[src/rtl/hc595_pkg.sv]
// Shared types and helpers for the 74HC595 chain driver.
package hc595_pkg;

    typedef enum logic [1:0] {
        IDLE,
        SHIFT,
        LATCH
    } state_e;

    localparam int PWM_W = 4;

    // Counter width that never collapses to zero bits.
    function automatic int clog2_min1(input int value);
        return (value <= 2) ? 1 : $clog2(value);
    endfunction

endpackage

[src/rtl/hc595_bit_timer.sv]
// Half-period divider for the shift clock: owns div_cnt and the shcp phase,
// and strobes the end of each half-period and of each full bit.
module hc595_bit_timer
    import hc595_pkg::*;
#(
    parameter int CLK_DIV = 2
) (
    input  logic i_clk,
    input  logic i_rst,
    input  logic i_clr,
    input  logic i_run,
    input  logic i_shift,
    output logic o_phase,
    output logic o_phase_end,
    output logic o_bit_end
);

    localparam int DIV_W = clog2_min1(CLK_DIV);
    localparam logic [DIV_W-1:0] DIV_LAST = DIV_W'(CLK_DIV - 1);

    logic [DIV_W-1:0] r_div_cnt;
    logic             r_phase;

    assign o_phase     = r_phase;
    assign o_phase_end = (r_div_cnt == DIV_LAST);
    assign o_bit_end   = o_phase_end && r_phase;

    // Phase only toggles while shifting so LATCH leaves shcp low.
    always_ff @(posedge i_clk or posedge i_rst) begin
        if (i_rst) begin
            r_div_cnt <= '0;
            r_phase   <= 1'b0;
        end else if (i_clr) begin
            r_div_cnt <= '0;
            r_phase   <= 1'b0;
        end else if (i_run) begin
            r_div_cnt <= o_phase_end ? '0 : r_div_cnt + DIV_W'(1);
            if (i_shift && o_phase_end) begin
                r_phase <= ~r_phase;
            end
        end
    end

endmodule

[src/rtl/hc595_chain_driver.sv]
// Serial driver for a cascade of N_CHIPS 74HC595s with valid/ready input.
// Optional macro HC595_PWM_DIM_EN adds a brightness input driving PWM on oe.
module hc595_chain_driver
    import hc595_pkg::*;
#(
    parameter int N_CHIPS   = 2,
    parameter int CLK_DIV   = 2,
    parameter bit MSB_FIRST = 1'b1
) (
    input  logic                   sys_clk,
    input  logic                   sys_rst,
`ifdef HC595_PWM_DIM_EN
    input  logic [PWM_W-1:0]       brightness,
`endif
    input  logic [8*N_CHIPS-1:0]   data_in,
    input  logic                   data_valid,
    output logic                   data_ready,
    output logic                   ds,
    output logic                   shcp,
    output logic                   stcp,
    output logic                   oe
);

    localparam int W     = 8 * N_CHIPS;
    localparam int BIT_W = clog2_min1(W);
    localparam logic [BIT_W-1:0] BIT_LAST = BIT_W'(W - 1);

    state_e           r_state, w_state_d;
    logic [W-1:0]     r_shift, w_shift_d, w_shifted;
    logic [BIT_W-1:0] r_bit_cnt, w_bit_cnt_d;
    logic             r_ds, w_ds_d;
    logic             r_stcp, r_ready, r_oe, w_oe_d;
    logic             r_latched, w_latched_d;
    logic             w_accept, w_last_bit;
    logic             w_phase, w_phase_end, w_bit_end;

    assign w_accept   = (r_state == IDLE) && data_valid && r_ready;
    assign w_last_bit = (r_bit_cnt == BIT_LAST);
    assign w_shifted  = MSB_FIRST ? {r_shift[W-2:0], 1'b0} : {1'b0, r_shift[W-1:1]};

    hc595_bit_timer #(
        .CLK_DIV (CLK_DIV)
    ) u_bit_timer (
        .i_clk       (sys_clk),
        .i_rst       (sys_rst),
        .i_clr       (w_accept),
        .i_run       (r_state != IDLE),
        .i_shift     (r_state == SHIFT),
        .o_phase     (w_phase),
        .o_phase_end (w_phase_end),
        .o_bit_end   (w_bit_end)
    );

    always_comb begin
        w_state_d   = r_state;
        w_shift_d   = r_shift;
        w_bit_cnt_d = r_bit_cnt;
        w_ds_d      = r_ds;
        w_latched_d = r_latched;
        unique case (r_state)
            IDLE: begin
                if (w_accept) begin
                    w_state_d   = SHIFT;
                    w_shift_d   = data_in;
                    w_bit_cnt_d = '0;
                    w_ds_d      = MSB_FIRST ? data_in[W-1] : data_in[0];
                end
            end
            SHIFT: begin
                if (w_bit_end) begin
                    if (w_last_bit) begin
                        // ds keeps the final bit through LATCH.
                        w_state_d = LATCH;
                    end else begin
                        w_bit_cnt_d = r_bit_cnt + BIT_W'(1);
                        w_shift_d   = w_shifted;
                        w_ds_d      = MSB_FIRST ? w_shifted[W-1] : w_shifted[0];
                    end
                end
            end
            LATCH: begin
                if (w_phase_end) begin
                    w_state_d   = IDLE;
                    w_latched_d = 1'b1;
                end
            end
            default: w_state_d = IDLE;
        endcase
    end

`ifdef HC595_PWM_DIM_EN
    logic [PWM_W-1:0] r_pwm_cnt;

    always_ff @(posedge sys_clk or posedge sys_rst) begin
        if (sys_rst) begin
            r_pwm_cnt <= '0;
        end else begin
            r_pwm_cnt <= r_pwm_cnt + PWM_W'(1);
        end
    end

    always_comb begin
        w_oe_d = ~(w_latched_d && (r_pwm_cnt < brightness));
    end
`else
    always_comb begin
        w_oe_d = ~w_latched_d;
    end
`endif

    always_ff @(posedge sys_clk or posedge sys_rst) begin
        if (sys_rst) begin
            r_state   <= IDLE;
            r_shift   <= '0;
            r_bit_cnt <= '0;
            r_ds      <= 1'b0;
            r_stcp    <= 1'b0;
            r_ready   <= 1'b0;
            r_latched <= 1'b0;
            r_oe      <= 1'b1;
        end else begin
            r_state   <= w_state_d;
            r_shift   <= w_shift_d;
            r_bit_cnt <= w_bit_cnt_d;
            r_ds      <= w_ds_d;
            r_stcp    <= (w_state_d == LATCH);
            r_ready   <= (w_state_d == IDLE);
            r_latched <= w_latched_d;
            r_oe      <= w_oe_d;
        end
    end

    assign data_ready = r_ready;
    assign ds         = r_ds;
    assign shcp       = w_phase;
    assign stcp       = r_stcp;
    assign oe         = r_oe;

endmodule
[config.mk]
export PLATFORM = sky130hd
export DESIGN_NAME = hc595_chain_driver
export DESIGN_NICKNAME = d
export VERILOG_FILES = /design/src/rtl/hc595_pkg.sv /design/src/rtl/hc595_bit_timer.sv /design/src/rtl/hc595_chain_driver.sv
export SDC_FILE = /design/constraint.sdc
export NUM_CORES = 1
export LEC_CHECK = 0
export CAP_MARGIN = 20
export CORE_MARGIN = 2
export CORE_UTILIZATION = 45
export DETAILED_ROUTE_END_ITERATION = 7
export GPL_ROUTABILITY_DRIVEN = 0
export PLACE_DENSITY = 0.7
export SLEW_MARGIN = 20
export SYNTH_ARGS = -nofsm -noshare
export SYNTH_HDL_FRONTEND = slang
export SYNTH_SLANG_ARGS = --single-unit
[constraint.sdc]
create_clock -name sys_clk -period 2.7 [get_ports sys_clk]
set_input_delay 0.81 -clock sys_clk [delete_from_list [all_inputs] [get_ports sys_clk]]
set_output_delay 0.81 -clock sys_clk [all_outputs]
set_load 0.1 [all_outputs]
==> impl_metrics.env, run 1 <==
export IMPL_edff_count_synth=0
export IMPL_placement_setup_worst_slack_ns=0.173
export IMPL_power_frac_comb_pct=46.7
export IMPL_drt_pass1_iterations=4
export IMPL_synth_area_leaders="sky130_fd_sc_hd__dfrtp_1 (49%), sky130_fd_sc_hd__mux2_2 (19%), sky130_fd_sc_hd__mux2_4 (7.5%), sky130_fd_sc_hd__o21ai_0 (2.5%), sky130_fd_sc_hd__inv_1 (2.4%)"
export IMPL_hold_path_class="register to register"
export IMPL_hold_path_end="oe"
export IMPL_h_tree_depth=1
export IMPL_hold_start="r_latched"
export IMPL_max_cap_viol_count=0
export IMPL_final_critical_path_setup_slack_ns=0.551
export IMPL_grt_overflow_total=0
export IMPL_grt_use_total_pct=15.8
export IMPL_drt_iter0_drcs=39
export IMPL_power_per_cell_area_nw_per_um2=1100
export IMPL_max_freq_mhz=465
export IMPL_globalRoute_busiestLayer="met2"
export IMPL_p_int_uw=1200
export IMPL_status="complete, no violations"
export IMPL_timing_reg2reg_worst_path_depth=4
export IMPL_cts_hold_buffers=0
export IMPL_postCtsSetupBuffers=0
export IMPL_cts_repair_resize_count=0
export IMPL_area_growth_synth_to_final_pct=21.8
export IMPL_power_leakage_uw=0.000756
export IMPL_grt_pass1_vias=924
export IMPL_setup_repair_after_global_routing_missed_its_margin="no"
export IMPL_post_synth_most_frequent_cells="sky130_fd_sc_hd__dfrtp_1 (27), sky130_fd_sc_hd__mux2_2 (23), sky130_fd_sc_hd__inv_1 (9)"
export IMPL_timing_max_slew_rel_slack_pct=71.9
export IMPL_fin_tns_setup_ns=0
export IMPL_die_w_um=59.6
export IMPL_grtUsageMet1_pct=21.2
export IMPL_worstSkewPairLatency_ns=0.33
export IMPL_cts_root_to_sink_buffers=2
export IMPL_number_of_max_slew_violations_in_the_final_report=0
export IMPL_final_hold_viol_count=0
export IMPL_min_delay_path_depth=2
export IMPL_synthesis_area_per_instance_um2=12.8
export IMPL_required_ns=2.93
export IMPL_clkTransAtPathRegs_ns=0.15
export IMPL_synth_cell_type_count=29
export IMPL_clockRootBuffer="sky130_fd_sc_hd__clkbuf_4"
export IMPL_cts_sink_count=28
export IMPL_multi_input_comb_area_um2=599
export IMPL_ios=24
export IMPL_post_layout_total_power_uw=1860
export IMPL_syn_inst=109
export IMPL_synth_area_um2=1390
export IMPL_drive_gt1_share_pct=34.1
export IMPL_final_period_utilization_pct=79.6
export IMPL_synthMostInstantiatedCell="sky130_fd_sc_hd__dfrtp_1"
export IMPL_relative_contribution_of_sequential_cells_to_total_power_pct=38.5
export IMPL_placement_io_buffers=23
export IMPL_switching_share_pct=35.3
export IMPL_vdd_drop_max_uv=486
export IMPL_drt_antenna_violating_nets=0
export IMPL_yosys_register_bits=28
export IMPL_clock_tree_from_tritoncts="done"
export IMPL_total_placed_cells_including_tap_cells=164
export IMPL_seqCellArea_um2=702
export IMPL_floorplan_core_area_um2=3000
export IMPL_worst_setup_path_end_kind="register"
export IMPL_fin_skew_ns=0.00513
export IMPL_antenna_cells_inserted=0
export IMPL_floorplan_rows=20
export IMPL_timing_rr_start="r_state[0]"
export IMPL_groute_layer_met2_usage_pct=25.9
export IMPL_drc_violations_left=0
export IMPL_finalSetupViolCount=0
export IMPL_yosysSeqAreaShare_pct=50.4
export IMPL_share_clk_of_total_power_pct=14.7
export IMPL_ff_to_ff_end="r_shift[5]"
export IMPL_drt_wl_total_um=2410
export IMPL_synthDominantCellAreaShare_pct=48.5
export IMPL_crit_fanout=18
export IMPL_wl_per_cell_um=14.3
export IMPL_grt_start_max_net_pins=29
export IMPL_layout_nets=156
export IMPL_dp_hpwl_um=1780
export IMPL_ys_warn_count=0
export IMPL_cts_inserted_buffers=3
export IMPL_initial_antenna_violation_count=0
export IMPL_wire_length_of_the_first_global_routing_pass_um=4180
export IMPL_setup_reg_to_reg_worst_slack_ns=0.94
export IMPL_period_minus_slack_ns=2.15
export IMPL_power_switching_uw=656
export IMPL_arrival_ns=2.38
export IMPL_synth_fp_nets=129
export IMPL_design_die_area_um2=3560
export IMPL_final_instance_count_excl_fill=168
export IMPL_initial_core_util_pct=46.4
export IMPL_via_count=871
export IMPL_routed_via_density=5.18
export IMPL_num_fill_cells=262
export IMPL_fraction_of_registers_with_async_set_reset_pct=100
export IMPL_grt_util_met3_pct=2.40
export IMPL_synth_largest_area_cell="sky130_fd_sc_hd__dfrtp_1"
export IMPL_die_y_um=59.6
export IMPL_path_class="input port to register"
export IMPL_worstMarginPinSlew_ns=0.411
export IMPL_synth_top_flop_cell="sky130_fd_sc_hd__dfrtp_1"
export IMPL_critPathLaunchType="input port"
==> area by class of cell <==
type | instances | area share, %
multi-input cells | 66 | 35.3
flip-flops and latches | 28 | 41.4
well taps | 33 | 2.43
inverters | 9 | 1.99
clock buffers | 3 | 1.33
clock inverters | 1 | 1.77
repair buffers | 28 | 15.8
==> how the worst max path moves through the flow <==
stage / to / startpoint / slack [ns]
4_1_cts: r_shift[5] / data_valid / 0.54
5_1_grt: r_shift[5] / data_valid / 0.49
6_report: r_shift[5] / data_valid / 0.55
3_5_place_dp: r_shift[6] / data_valid / 0.17
3_3_place_gp: r_shift[12] / data_valid / 0.23
2_1_floorplan: ds / data_ready / 0.53
==> flip-flops by register name, summed over array words and instances, names as in the netlist <==
| name | flops |
|---|---|
| r_state | 2 |
| r_shift | 15 |
| r_latched | 1 |
| ds | 1 |
| r_bit_cnt | 4 |
| u_bit_timer.o_phase | 1 |
| stcp | 1 |
| oe | 1 |
| u_bit_timer.o_phase_end | 1 |
| data_ready | 1 |
==> routing by layer <==
layer / part of all wire (%) / up-vias / routed length, um
met2: 48 / 10 / 1160
met5: 0 / - / 0
met1: 47 / 424 / 1140
met3: 3.3 / 2 / 80
met4: 0.91 / 0 / 22
li1: - / 435 / -
==> power by group through the flow <==
stage | Combinational (uW) | Clock (uW) | Sequential, uW
6_report | 868 | 274 | 716
5_1_grt | 951 | 298 | 743
4_1_cts | 881 | 282 | 715
3_5_place_dp | 880 | 0 | 723
3_3_place_gp | 848 | 0 | 711
2_1_floorplan | 609 | 0 | 823
==> critical path, stage by stage <==
cell	delay, ns
sky130_fd_sc_hd__clkdlybuf4s50_1	0.47
sky130_fd_sc_hd__nor4bb_1	0.37
sky130_fd_sc_hd__o22a_2	0.22
sky130_fd_sc_hd__buf_12	0.16
sky130_fd_sc_hd__mux2_2	0.35
==> through the flow <==
stage               hold WS [ns]  instance area (um^2)  util [%]
global route               0.518                  1700      56.5
global placement           0.435                  1640      54.8
floorplan                  0.423                  1390         -
detailed placement         0.459                  1640      54.8
CTS                        0.486                  1700      56.5
finish                     0.474                  1700      56.5
==> logic make-up after synthesis <==
kind of cell	count (synthesis)	share of synthesized area [%]
AOI/OAI and AO/OA	15	7.19
adders and majority gates	1	0.898
buffers and inverters	15	6.56
xor gates and xnor gates	1	0.629
and+or+nand+nor	19	8.18
DFF	28	50.4
muxes	30	26.1
==> cells in the final DEF, fill, tap and decap left out, types with 2 or more instances in the layout <==
cell type,synthesis,layout
sky130_fd_sc_hd__clkbuf_4,0,3
sky130_fd_sc_hd__mux2_2,23,23
sky130_fd_sc_hd__o21ai_0,7,7
sky130_fd_sc_hd__buf_4,2,9
sky130_fd_sc_hd__nand3b_1,2,2
sky130_fd_sc_hd__clkdlybuf4s50_1,0,18
sky130_fd_sc_hd__nand2_1,3,3
sky130_fd_sc_hd__nor2_1,2,2
sky130_fd_sc_hd__nor2b_1,2,2
sky130_fd_sc_hd__nand3_1,5,5
sky130_fd_sc_hd__inv_1,9,9
sky130_fd_sc_hd__o2bb2ai_1,2,2
sky130_fd_sc_hd__dfrtp_1,27,27
sky130_fd_sc_hd__mux2_4,7,7
No activity file was read; power rests on OpenSTA's default activity.
==> inputs of run 2 (changes only) <==
Settings changed: PLACE_DENSITY 0.7 to 0.72.
Clock period 2.7 ns to 1.8 ns, I/O delays scaled along.
==> run 2 against run 1 <==
  * Clock skew down 0.0026 ns
  * Cell area up 6.0%
  * Global-route usage down 0.79 points
  * Largest power group unchanged
  * Highest routed layer unchanged
==> impl_metrics.env, run 2 (same netlist as run 1, synthesis figures left out) <==
export IMPL_max_cap_viol_count=0
export IMPL_path_class="input port to register"
export IMPL_initial_antenna_violation_count=0
export IMPL_power_leakage_uw=0.000786
export IMPL_clkTransAtPathRegs_ns=0.15
export IMPL_cts_root_to_sink_buffers=2
export IMPL_worstMarginPinSlew_ns=0.387
export IMPL_cts_inserted_buffers=3
export IMPL_die_y_um=59.6
export IMPL_arrival_ns=1.95
export IMPL_postCtsSetupBuffers=0
export IMPL_grt_pass1_vias=951
export IMPL_dp_hpwl_um=1830
export IMPL_finalSetupViolCount=0
export IMPL_max_flop_register="r_shift"
export IMPL_number_of_max_slew_violations_in_the_final_report=0
export IMPL_cts_sink_count=28
export IMPL_post_layout_total_power_uw=2850
export IMPL_fin_skew_ns=0.00254
export IMPL_initial_core_util_pct=46.4
export IMPL_clock_tree_from_tritoncts="done"
export IMPL_h_tree_depth=1
export IMPL_grt_use_total_pct=15.0
export IMPL_power_per_cell_area_nw_per_um2=1580
export IMPL_layout_nets=160
export IMPL_commonest_cells_after_routing_fill_and_taps_aside="sky130_fd_sc_hd__dfrtp_1 (25), sky130_fd_sc_hd__mux2_2 (23), sky130_fd_sc_hd__clkdlybuf4s50_1 (18), sky130_fd_sc_hd__inv_1 (9), sky130_fd_sc_hd__buf_4 (8)"
export IMPL_drt_iter0_drcs=27
export IMPL_hold_path_class="register to register"
export IMPL_area_growth_synth_to_final_pct=29.1
export IMPL_crit_fanout=16
export IMPL_max_freq_mhz=581
export IMPL_worstSkewPairLatency_ns=0.32
export IMPL_biggestRegsByFlops="r_shift (15), r_bit_cnt (4), r_state (2)"
export IMPL_ios=24
export IMPL_design_die_area_um2=3560
export IMPL_largest_register_ffs=15
export IMPL_vdd_drop_max_uv=709
export IMPL_drt_wl_total_um=2470
export IMPL_final_period_utilization_pct=95.6
export IMPL_placement_io_buffers=23
export IMPL_clockRootBuffer="sky130_fd_sc_hd__clkbuf_4"
export IMPL_cts_hold_buffers=0
export IMPL_drc_violations_left=0
export IMPL_drive_gt1_share_pct=38.8
export IMPL_critPathLaunchType="input port"
export IMPL_final_critical_path_setup_slack_ns=0.0794
export IMPL_grt_start_max_net_pins=29
export IMPL_routed_via_density=5.37
export IMPL_die_w_um=59.6
export IMPL_floorplan_core_area_um2=3000
export IMPL_final_hold_viol_count=0
export IMPL_wl_per_cell_um=14.3
export IMPL_timing_max_slew_rel_slack_pct=73.5
export IMPL_drt_pass1_iterations=4
export IMPL_period_minus_slack_ns=1.72
export IMPL_status="complete, no violations"
export IMPL_required_ns=2.02
export IMPL_placement_setup_worst_slack_ns=-0.442
export IMPL_grt_overflow_total=0
export IMPL_via_count=923
export IMPL_setup_repair_after_global_routing_missed_its_margin="no"
export IMPL_wire_length_of_the_first_global_routing_pass_um=4080
export IMPL_drt_antenna_violating_nets=0
export IMPL_antenna_cells_inserted=0
export IMPL_floorplan_rows=20
export IMPL_final_common_cell="sky130_fd_sc_hd__dfrtp_1"
export IMPL_worst_setup_path_end_kind="register"
## run 2: layout make-up
cell class / instances / area (um^2)
clock buffers: 4 / 36.3
fillers: 240 / 1200
inverters: 9 / 33.8
multi-input cells: 66 / 617
flip-flops and latches: 28 / 709
well taps: 33 / 41.3
repair buffers: 32 / 360
## run 2: where the power goes
part / internal [uW] / switching, uW
clock: 124 / 182
sequential: 899 / 183
combinational: 814 / 644
## run 2: layer usage
layer,track usage [%],up-vias,routed length (um)
li1,-,440,-
met2,25.1,14,1270
met3,1.97,2,63
met5,0,-,0
met1,20.4,467,1120
met4,4.13,0,16
## run 2: critical path, cell delays in order
cell and delay, ns:
sky130_fd_sc_hd__clkdlybuf4s50_1 0.47, sky130_fd_sc_hd__nor4bb_4 0.21, sky130_fd_sc_hd__o22a_2 0.21, sky130_fd_sc_hd__buf_12 0.16, sky130_fd_sc_hd__mux2_2 0.34
## run 2: per-stage QoR
stage / area, um^2 / hold WS [ns] / instances / TNS (ns) / utilization [%]
detailed placement: 1740 / 0.439 / 168 / -7.22 / 58.1
global placement: 1740 / 0.436 / 168 / -6.92 / 58.1
global route: 1800 / 0.524 / 172 / 0 / 59.9
CTS: 1800 / 0.471 / 172 / 0 / 59.8
floorplan: 1400 / 0.423 / 109 / -0.0740 / -
finish: 1800 / 0.465 / 172 / 0 / 59.9
## run 2: final timing paths
kind	to	cells past startpoint	slack, ns	startpoint
setup / recovery	r_shift[5]	5	0.08	data_valid
hold / removal	oe	2	0.46	r_latched
setup reg to reg	r_shift[5]	4	0.12	r_state[0]
hold reg to reg	oe	2	0.46	r_latched
max in group asynchronous	oe	3	0.93	sys_rst
min in group asynchronous	data_ready	3	0.57	sys_rst
## run 2: repair_timing
item,in CTS,in global routing
gates resized for setup,2,1
endpoints found under the setup margin,15,15
pin swaps,0,2
==> inputs of run 3 (changes only) <==
Settings changed: CELL_PAD_IN_SITES_DETAIL_PLACEMENT set to 0, CELL_PAD_IN_SITES_GLOBAL_PLACEMENT set to 1, CORE_UTILIZATION 45 to 37, GPL_ROUTABILITY_DRIVEN 0 to 1, PLACE_DENSITY 0.72 to unset, PLACE_DENSITY_LB_ADDON set to 0.1.
==> run 3 against run 2 <==
  * Sequential cell count unchanged
  * Wire length increased by 0.12%
  * Cell area increased by 7.8%
  * Count of clock-buffer cells in the layout decreased by 1
  * Combinational power increased by 14%
  * Critical path depth increased by 1
  * Power increased by 13%
  * Critical endpoint is now ds
  * Largest power group unchanged
==> impl_metrics.env, run 3 (same netlist as run 1, synthesis figures left out) <==
export IMPL_worst_hold_slack_ns=0.460
export IMPL_setup_repair_after_global_routing_missed_its_margin="no"
export IMPL_layout_nets=164
export IMPL_status="complete, no violations"
export IMPL_clockRootBuffer="sky130_fd_sc_hd__clkbuf_8"
export IMPL_critPathLaunchType="register"
export IMPL_design_die_area_um2=4270
export IMPL_die_w_um=65.4
export IMPL_detailed_place_area_um2=1780
export IMPL_vdd_drop_max_uv=626
export IMPL_arrival_ns=1.84
export IMPL_period_minus_slack_ns=1.68
export IMPL_timing_reg2reg_worst_path_depth=6
export IMPL_final_instance_count_excl_fill=191
export IMPL_drt_pass1_iterations=2
export IMPL_timing_critical_path_slowest_cell_delay_ns=0.39
export IMPL_worstMarginPinSlew_ns=0.362
export IMPL_drt_antenna_violating_nets=0
export IMPL_initial_antenna_violation_count=0
export IMPL_timing_critical_path_depth=6
export IMPL_timing_rr_start="r_bit_cnt[1]"
export IMPL_path_delay_family="flip-flops"
export IMPL_area_growth_synth_to_final_pct=39.2
export IMPL_initial_core_util_pct=38.3
export IMPL_power_leakage_uw=0.000843
export IMPL_final_hold_viol_count=0
export IMPL_required_ns=1.96
export IMPL_ios=24
export IMPL_worst_setup_path_end_kind="register"
export IMPL_placement_setup_worst_slack_ns=-0.470
export IMPL_via_count=904
export IMPL_die_y_um=65.4
export IMPL_biggestRegsByFlops="r_shift (15), r_bit_cnt (4), r_state (2)"
export IMPL_largest_register_ffs=15
export IMPL_hold_path_class="register to register"
export IMPL_setup_reg_to_reg_worst_slack_ns=0.12
export IMPL_number_of_max_slew_violations_in_the_final_report=0
export IMPL_finalSetupViolCount=0
export IMPL_cp_startpoint="r_bit_cnt[1]"
export IMPL_floorplan_core_area_um2=3630
export IMPL_clkTransAtPathRegs_ns=0.09
export IMPL_max_freq_mhz=597
export IMPL_finalInstanceArea_um2=1940
export IMPL_antenna_cells_inserted=0
export IMPL_max_flop_register="r_shift"
export IMPL_floorplan_rows=22
export IMPL_path_cells="ha_1, nand3_1, o22a_2, buf_4, buf_16, mux2_4"
export IMPL_commonest_cells_after_routing_fill_and_taps_aside="sky130_fd_sc_hd__mux2_2 (23), sky130_fd_sc_hd__dfrtp_1 (23), sky130_fd_sc_hd__clkdlybuf4s50_1 (17), sky130_fd_sc_hd__inv_1 (9), sky130_fd_sc_hd__buf_4 (9)"
export IMPL_wl_per_cell_um=12.9
export IMPL_final_period_utilization_pct=93.1
export IMPL_total_placed_cells_including_tap_cells=183
export IMPL_final_critical_path_setup_slack_ns=0.124
export IMPL_drt_wl_total_um=2470
export IMPL_placement_io_buffers=23
export IMPL_drt_iter0_drcs=23
export IMPL_timing_critical_path_buf_inv=2
export IMPL_max_cap_viol_count=0
export IMPL_timing_max_slew_rel_slack_pct=75.2
export IMPL_h_tree_depth=1
export IMPL_crit_end="ds"
export IMPL_gp_congestion=0.814
export IMPL_cts_root_to_sink_buffers=2
export IMPL_routed_via_density=4.73
export IMPL_grt_overflow_total=0
export IMPL_worstSkewPairLatency_ns=0.27
export IMPL_cts_sink_count=28
export IMPL_num_fill_cells=329
export IMPL_dp_hpwl_um=1690
export IMPL_wire_length_of_the_first_global_routing_pass_um=4150
export IMPL_grt_pass1_vias=921
export IMPL_path_class="register to register"
export IMPL_ff_to_ff_end="ds"
export IMPL_drc_violations_left=0
export IMPL_grt_start_max_net_pins=29
export IMPL_grt_use_total_pct=12.6
export IMPL_power_per_cell_area_nw_per_um2=1660
export IMPL_cts_inserted_buffers=3
export IMPL_drive_gt1_share_pct=41.3
export IMPL_fin_tns_setup_ns=0
export IMPL_min_delay_path_depth=2
export IMPL_critPathSlowestCell="sky130_fd_sc_hd__dfrtp_1"
export IMPL_clock_tree_from_tritoncts="done"
export IMPL_crit_fanout=9
export IMPL_fin_skew_ns=0.00412
-- run 3: layer usage --
layer | share of wire, % | wire length (um) | track usage, %
met5 | 0 | 0 | 0
met3 | 3.1 | 76 | 2.05
met1 | 47 | 1160 | 16.7
met2 | 49 | 1220 | 21.7
met4 | 0.57 | 14 | 2.34
-- run 3: what timing repair did --
action | CTS | global route
pin swaps | 2 | 0
buffers inserted | 2 | 0
endpoints found under the setup margin | 15 | 7
cloned | 2 | 0
hold buffers | 0 | 0
gates resized for setup | 4 | 2
-- run 3: worst register-to-register path, stage by stage (launching register included) --
cell                      delay (ns)
sky130_fd_sc_hd__dfrtp_1        0.39
sky130_fd_sc_hd__ha_1           0.21
sky130_fd_sc_hd__nand3_1        0.13
sky130_fd_sc_hd__o22a_2         0.26
sky130_fd_sc_hd__buf_4          0.16
sky130_fd_sc_hd__buf_16         0.14
sky130_fd_sc_hd__mux2_4         0.29
-- run 3: stage by stage --
stage | utilization (%) | total power [uW]
2_1_floorplan | - | 2160
3_3_place_gp | 48.9 | 2530
3_5_place_dp | 48.9 | 2560
4_1_cts | 53.3 | 3250
5_1_grt | 53.3 | 3430
6_report | 53.3 | 3220
-- run 3: cell type report --
cell class	instances	area [um^2]	share of cell area, %
sequential	28	712	36.7
multi-input combinational	66	614	31.7
timing repair buffer	36	447	23.0
tap	48	60.1	3.10
clock buffer	3	41.3	2.13
inverter	9	33.8	1.74
clock inverter	1	30.0	1.55
-- run 3: worst min-delay path by stage --
stage / startpoint / end / slack [ns]
floorplan: r_latched / r_latched / 0.42
global placement: r_latched / r_latched / 0.43
global route: r_latched / r_latched / 0.50
CTS: r_latched / oe / 0.46
finish: r_latched / oe / 0.46
detailed placement: r_latched / r_latched / 0.44
-- run 3: power by group --
part / switching [uW] / leakage, uW / internal [uW] / total [uW]
combinational: 668 / 0.000470 / 989 / 1660
sequential: 182 / 0.000337 / 903 / 1080
clock: 185 / 0.0000357 / 297 / 483
total: 1040 / 0.000843 / 2190 / 3220
